`src/rtl/led_bounce_if.sv`:
```
// Bus between the bouncing-LED driver side and the LED bounce monitor.
// The master drives the LED sample strobe; the slave reports decoded sweep status.
interface led_bounce_if #(
  parameter int unsigned CNT_W = 8
) ();
  logic             sample_en;
  logic [7:0]       led;
  logic             clr_err;
  logic [2:0]       pos;
  logic             dir;
  logic             valid;
  logic             locked;
  logic [CNT_W-1:0] bounce_count;
  logic             err_onehot;
  logic             err_step;

  modport master (
    output sample_en, led, clr_err,
    input  pos, dir, valid, locked, bounce_count, err_onehot, err_step
  );

  modport slave (
    input  sample_en, led, clr_err,
    output pos, dir, valid, locked, bounce_count, err_onehot, err_step
  );
endinterface

```
`src/rtl/led_bounce_monitor.sv`:
```
// Samples the one-hot LED bus on each strobe, tracks sweep position and direction,
// counts end-point reversals and raises sticky protocol-violation flags.
module led_bounce_monitor #(
  parameter int unsigned CNT_W = 8
) (
  input logic        inClk,
  input logic        inReset,
  led_bounce_if.slave bus
);

  typedef enum logic [1:0] {StIdle, StAcquire, StTrack} state_e;

  state_e           state_q, state_d;
  logic [2:0]       pos_q, pos_d;
  logic             dir_q, dir_d;
  logic [CNT_W-1:0] cnt_q, cnt_d;
  logic             err_oh_q, err_oh_d;
  logic             err_step_q, err_step_d;

  logic       onehot;
  logic [2:0] p;
  logic [2:0] exp_pos;
  logic       exp_rev;
  logic       set_oh;
  logic       set_step;

  assign onehot = $onehot(bus.led);

  always_comb begin
    p = 3'd0;
    for (int i = 0; i < 8; i++) begin
      if (bus.led[i]) p = 3'(i);
    end
  end

  // Expected next position while tracking; end points reverse instead of wrapping.
  always_comb begin
    exp_rev = 1'b0;
    if (dir_q) begin
      if (pos_q == 3'd0) begin
        exp_pos = 3'd1;
        exp_rev = 1'b1;
      end else begin
        exp_pos = pos_q - 3'd1;
      end
    end else begin
      if (pos_q == 3'd7) begin
        exp_pos = 3'd6;
        exp_rev = 1'b1;
      end else begin
        exp_pos = pos_q + 3'd1;
      end
    end
  end

  always_comb begin
    state_d  = state_q;
    pos_d    = pos_q;
    dir_d    = dir_q;
    cnt_d    = cnt_q;
    set_oh   = 1'b0;
    set_step = 1'b0;

    if (bus.sample_en) begin
      if (!onehot) begin
        set_oh  = 1'b1;
        state_d = StIdle;
      end else begin
        unique case (state_q)
          StIdle: begin
            pos_d   = p;
            state_d = StAcquire;
          end
          StAcquire: begin
            if (p == pos_q) begin
              // repeated sample
            end else if (pos_q != 3'd0 && p == pos_q - 3'd1) begin
              dir_d   = 1'b1;
              pos_d   = p;
              state_d = StTrack;
            end else if (pos_q != 3'd7 && p == pos_q + 3'd1) begin
              dir_d   = 1'b0;
              pos_d   = p;
              state_d = StTrack;
            end else begin
              set_step = 1'b1;
              pos_d    = p;
            end
          end
          StTrack: begin
            if (p == exp_pos) begin
              pos_d = p;
              if (exp_rev) begin
                dir_d = ~dir_q;
                if (cnt_q != {CNT_W{1'b1}}) cnt_d = cnt_q + CNT_W'(1);
              end
            end else if (p != pos_q) begin
              set_step = 1'b1;
              pos_d    = p;
              state_d  = StAcquire;
            end
          end
          default: state_d = StIdle;
        endcase
      end
    end

    // A newly detected error outranks a simultaneous clear.
    err_oh_d   = set_oh   | (err_oh_q   & ~bus.clr_err);
    err_step_d = set_step | (err_step_q & ~bus.clr_err);
  end

  always_ff @(posedge inClk) begin
    if (inReset) begin
      state_q    <= StIdle;
      pos_q      <= 3'd0;
      dir_q      <= 1'b1;
      cnt_q      <= '0;
      err_oh_q   <= 1'b0;
      err_step_q <= 1'b0;
    end else begin
      state_q    <= state_d;
      pos_q      <= pos_d;
      dir_q      <= dir_d;
      cnt_q      <= cnt_d;
      err_oh_q   <= err_oh_d;
      err_step_q <= err_step_d;
    end
  end

  assign bus.pos          = pos_q;
  assign bus.dir          = dir_q;
  assign bus.valid        = (state_q != StIdle);
  assign bus.locked       = (state_q == StTrack);
  assign bus.bounce_count = cnt_q;
  assign bus.err_onehot   = err_oh_q;
  assign bus.err_step     = err_step_q;

endmodule

```
`src/flat_wrapper.sv`:
```
// flat-port wrapper written by rule: the top's interface ports become plain ports
module led_bounce_monitor_flat 
#(
  parameter int unsigned CNT_W = 8
)
  (inClk, inReset, bus_sample_en, bus_led, bus_clr_err, bus_pos, bus_dir, bus_valid, bus_locked, bus_bounce_count, bus_err_onehot, bus_err_step);
  led_bounce_if #(.CNT_W(CNT_W)) bus_i ();
  input logic inClk;
  input logic inReset;
  input wire logic [$bits(bus_i.sample_en)-1:0] bus_sample_en;
  input wire logic [$bits(bus_i.led)-1:0] bus_led;
  input wire logic [$bits(bus_i.clr_err)-1:0] bus_clr_err;
  output wire logic [$bits(bus_i.pos)-1:0] bus_pos;
  output wire logic [$bits(bus_i.dir)-1:0] bus_dir;
  output wire logic [$bits(bus_i.valid)-1:0] bus_valid;
  output wire logic [$bits(bus_i.locked)-1:0] bus_locked;
  output wire logic [$bits(bus_i.bounce_count)-1:0] bus_bounce_count;
  output wire logic [$bits(bus_i.err_onehot)-1:0] bus_err_onehot;
  output wire logic [$bits(bus_i.err_step)-1:0] bus_err_step;
  assign bus_i.sample_en = bus_sample_en;
  assign bus_i.led = bus_led;
  assign bus_i.clr_err = bus_clr_err;
  assign bus_pos = bus_i.pos;
  assign bus_dir = bus_i.dir;
  assign bus_valid = bus_i.valid;
  assign bus_locked = bus_i.locked;
  assign bus_bounce_count = bus_i.bounce_count;
  assign bus_err_onehot = bus_i.err_onehot;
  assign bus_err_step = bus_i.err_step;
  led_bounce_monitor #(.CNT_W(CNT_W)) u_core (.inClk(inClk), .inReset(inReset), .bus(bus_i));
endmodule
```
`config.mk`:
```
export PLATFORM = sky130hd
export DESIGN_NAME = led_bounce_monitor_flat
export DESIGN_NICKNAME = d
export VERILOG_FILES = /design/src/rtl/led_bounce_if.sv /design/src/rtl/led_bounce_monitor.sv /design/src/flat_wrapper.sv
export SDC_FILE = /design/constraint.sdc
export NUM_CORES = 1
export LEC_CHECK = 0
export ABC_AREA = 1
export ABC_CLOCK_PERIOD_IN_PS = 11050
export BUFFER_PORTS_ARGS = -buffer_cell sky130_fd_sc_hd__buf_4
export CAP_MARGIN = 20
export CORE_MARGIN = 4
export CORE_UTILIZATION = 60
export DETAILED_ROUTE_END_ITERATION = 10
export PLACE_DENSITY = 0.9
export SLEW_MARGIN = 20
export SYNTH_ARGS = -nofsm -noshare
export SYNTH_HDL_FRONTEND = slang
export SYNTH_SLANG_ARGS = --single-unit
```
`constraint.sdc`:
```
create_clock -name inClk -period 11.05 [get_ports inClk]
set_input_delay 2.21 -clock inClk [delete_from_list [all_inputs] [get_ports inClk]]
set_output_delay 2.21 -clock inClk [all_outputs]
set_load 0.01 [all_outputs]
```
# Word-level counts from Yosys, hierarchy flattened
# Index checks and enable logic that the tools add are counted.
# word_totals
in_bits,12
elab_cells,94
output_inout_bits,16
rom_bits,0
reg_bits,16
ramBits,0
latch_bits,0
memories,0
# op_classes
bitwise_logic,6
order_cmp,0
div_mod_pow,0
n_mux,40
n_reduce_logical,12
eq_ne,20
addsub,10
multipliers,0
shifts,0
# op_table
cell,n
two-way mux 3 bit,10
two-way mux 1 bit,18
two-way mux 2 bit,8
adder 4 bit,3
equality test 3 bit,4
!= test 3 bit (second input constant),4
AND reduction 5 bit,2
case mux 3 bit (3 select lines),1
adder 1 x 1 -> 2 bit,4
adder 8 x 1 -> 8 bit (second input constant),1
!= test 8 bit (second input constant),1
AND reduction 7 bit,1
!= test 3 x 1 -> 1 bit (second input constant),2
case mux 2 bit (3 select lines),1
AND reduction 6 bit,1
nonzero test 3 bit,2
equality test 4 x 1 -> 1 bit (second input constant),1
!= test 2 x 1 -> 1 bit (second input constant),2
!= test 4 bit (second input constant),1
case mux 1 bit (2 select lines),2
nonzero test 2 bit,2
adder 3 x 1 -> 3 bit (second input constant),1
equality test 3 bit (second input constant),1
zero test 3 bit,1
10 further kinds,14

# Depth between registers and ports, before layout
# logic_depth
ltp_word,16
depth_mapped,17
ltp_nobuf,17

# Least setup slack after synthesis
# OpenSTA, ideal clock, no wires.
# synth_path
path_kind,input -> register
from,input port bus_led[0]
to,register u_core.cnt_q[3] (netlist: u_core.bus.bounce_count[3])
slack_ns,6.008
required_time_ns,10.937
setup_time_ns,0.113
path_buffers,0
t_arrival_ns,4.928
path_stages,13
cell_sequence,ha_1 fa_1 fa_1 ha_1 inv_1 fa_1 nand3_1 nor2_1 nand3_1 nor2_8 nand2_1 o21ai_1 nor2_1
# synth_between
elab_chain_cells,5
# synth_rtl
item,line,rtl
"start, declared",flat_wrapper.sv:11,input wire logic [$bits(bus_i.led)-1:0] bus_led;
adder 1 x 1 -> 2 bit (implied by the code),led_bounce_monitor.sv:27,assign onehot = $onehot(bus.led);
adder 4 bit (implied by the code) (2 in series),led_bounce_monitor.sv:27,
equality test 4 x 1 -> 1 bit,led_bounce_monitor.sv:27,
AND reduction 6 bit (no source line),-,
"end signal, assigned",led_bounce_monitor.sv:125,cnt_q <= cnt_d;
"end, declared",led_bounce_monitor.sv:16,"logic [CNT_W-1:0] cnt_q, cnt_d;"
# No other way between the ends.
# A chain may end at the register's enable or synchronous reset.

# Worst setup path in the final report
# Ends and elaborated chain as after synthesis.

==> summary.md <==
| Metric | Value |
|---|---|
| Post-synth top cells | `71 x nand2_1, 42 x inv_1, 22 x nand3_1, 22 x nor2_1, 18 x ha_1` |
| Maximum vdd ir drop | `100 µV` |
| Ranking of synthesized cells by area | `dfxtp_1 20%, nand2_1 17%, ha_1 14%, inv_1 10%, nand3_1 7.0%` |
| Post-CTS sizing | `0` |
| Setup_tns | `0 ns` |
| Drt pass-1 iters | `4` |
| Die width | `59.4 µm` |
| Gp weighted congestion | `about 0.87` |
| Die height | `between 50 and 60 µm` |
| Synth cell types | `25` |
| Worst skew pair latency | `just under 0.3 ns` |
| R2r endpoint | `u_core.state_q[0]` |
| Critical path startpoint category | `input pin` |
| Die ar. | `0.00352 mm²` |
| Worst hold start | `u_core.bus.err_onehot` |
| RSZ-0062 raised after global routing | `no` |
| Final setup skew | `approximately 0.011 ns` |
| Critical path peak fanout | `9` |
| Post-CTS Setup Bufs | `0` |
| Period utilisation layout | `a little under half` |
| Main flop type after synthesis | `dfxtp_1` |
| Class of the most critical setup path | `input pin to flop` |
| Area grow syn2layout | `17.2%` |
| Initial core utilization | `a little over three fifths` |
| Top-count cell post-synth | `nand2_1` |
| IO Port Bufs | `27` |
| Yosys synthesis warning count | `0` |
| Fmax | `199 MHz` |
| Hold Path Stages | `2` |
| Leak pwr | `0.00104 µW` |
| Maximum number of pins on one net before global-route repair | `12` |
| Initial antenna violation count | `0` |
| Via count | `approximately 1600` |
| Max Cap Viol | `0` |
| Number of global-route vias before repair | `approximately 1400` |
| Pwr Density | `107 mW/mm²` |
| End of the worst hold path | `u_core.bus.err_onehot` |
| CTS buffer count | `3` |
| Htree depth | `1` |
| Slew Viols, Final | `0` |
| Area leader, netlist | `dfxtp_1` |
| Final HPWL DP | `2.75 mm` |
| Crit path required time | `11.25 ns` |
| Clock tree buffer depth | `2` |
| Initial DRC count | `89` |
| Final worst setup slack | `between 6 and 7 ns` |
| Critical Path AT | `5.22 ns` |
| Hold-fix buffers, CTS | `0` |
| Worst-Margin Slew | `0.452 ns` |
| All-Layer GR Usage | `between 20% and 30%` |
| Antenna Violating Nets Remaining | `0` |
| Worst reg2reg startpoint | `u_core.bus.pos[0]` |
| Final setup viols | `0` |
| EDFF count, synth | `0` |
| Core box area | `0.00250 mm²` |
| Layout Nets | `310` |
| Synth Net Count | `around 280` |
| Total congestion overflow | `0` |
| Gate Count Post-Synth | `roughly 250` |
| Slew headroom | `between 60 and 70%` |
| Top-area cell type share of the netlist area | `about a fifth` |
| FF-to-FF path depth | `16` |
| Sequential area share after synthesis | `around a fifth` |
| Inserted Diodes | `0` |
| I/O pin cnt | `28` |
| Crit. End Element | `flop` |
| Clk root buf | `clkbuf_4` |
| CTS clk-pin slew, worst paths | `approximately 0.1 ns` |
| Global-route wire length before repair | `a little under 6 mm` |
| Final min period | `approximately 5 ns` |
| Synth Register Bits | `16` |
| Area of the mapped netlist | `between 0.0015 and 0.002 mm²` |
| CTS sink cnt | `16` |
| CTS tree | `built` |
| FFs w/ async S/R, synth | `0%` |
| Post-DR vias/cell | `between 5 and 6` |
| HP Class | `flop to flop` |
| Detailed-route DRC error count | `0` |
| Worst R2R Setup Slack | `9.05 ns` |
| Final hold violation count | `0` |
| Routed length per instance | `approximately 11 µm` |
| Mean Syn Cell Area | `~6.5 µm²` |
| Fraction of layout cells with a size suffix above 1 | `17.5%` |
| Final wirelength | `3.33 mm` |
| Placement Setup Slack | `5.73 ns` |
| Outcome | `completed` |
| FP Rows | `18` |
## metrics by stage
step                utilization, %  instances  instance area (µm²)  power, µW  hold slack (ns)
floorplan                        -        245                 1580        136            0.481
global placement              72.8        301                 1820        157            0.453
detailed placement            72.8        301                 1820        160            0.454
CTS                           74.2        305                 1860        200            0.469
global route                  74.2        305                 1860        218            0.503
finish                        74.2        305                 1860        199            0.465
## sequential cells by signal (all words and copies together), names as in the netlist
name,flops
u_core.state_q,2
u_core.bus.bounce_count,8
u_core.bus.pos,3
u_core.bus.err_onehot,1
u_core.bus.err_step,1
u_core.bus.dir,1
## area by class of cell
type                       instances  area [µm²]
clock buffer                       4        36.3
sequential                        16         320
inverter                          45         169
multi-input combinational        183        1090
timing repair buffer              27         203
fill                             216         644
tap                               30        37.5
## layout by cell type (no fill, tap or decap), types with 2 or more instances in the layout
cell	count
nand2_2	5
nand3b_1	2
nor3_1	2
nand3_1	22
nor2_1	22
nor2_2	2
clkbuf_4	3
inv_2	3
xnor2_1	2
nand2_1	71
nand4_1	11
o21ai_1	2
inv_1	42
nand3_2	3
fa_1	4
o21ai_0	3
a21oi_1	8
dfxtp_1	16
ha_1	18
buf_4	27
## power breakdown
| group | switching, µW | internal, µW |
|---|---|---|
| Combinational | 58.3 | 36.1 |
| Clock | 19.1 | 20.1 |
| Sequential | 4.08 | 61.0 |
## routing by layer
layer / up-vias / part of all wire [%] / track usage, %
li1: 834 / - / -
met4: 0 / 0.42 / 2.27
met5: - / 0 / 0
met1: 693 / 46 / 28.4
met2: 45 / 47 / 35.6
met3: 2 / 6.1 / 3.92
## worst max path at each step
stage | start | end | cells after the start
4_1_cts | bus_led[0] | u_core.bus.bounce_count[3] | 14
3_3_place_gp | bus_led[0] | u_core.bus.bounce_count[3] | 14
5_1_grt | bus_led[0] | u_core.bus.bounce_count[3] | 15
2_1_floorplan | bus_led[0] | u_core.bus.bounce_count[3] | 13
6_report | bus_led[0] | u_core.bus.bounce_count[3] | 14
3_5_place_dp | bus_led[0] | u_core.bus.bounce_count[3] | 14
## cell families (layout without fill, tap and decap cells)
kind of cell	Yosys count	in the layout	share of synthesized area (%)
flip-flops	16	16	20.2
AO/OA/AOI/OAI	15	15	5.22
AND/OR/NAND/NOR	143	143	42.7
buffers and inverters	46	76	10.9
XOR/XNOR	3	3	1.66
adder cells (fa/ha/maj)	22	22	19.3
## worst max-delay path, stage by stage
cell and delay [ns]:
buf_4 0.11, ha_1 0.20, fa_1 0.50, fa_1 0.56
ha_1 0.15, inv_1 0.05, fa_1 0.49, nand3_1 0.19
nor2_1 0.14, nand3_1 0.18, nor2_8 0.21, nand2_1 0.07
o21ai_1 0.11, nor2_1 0.05
Power figures use the tool's default switching activity.
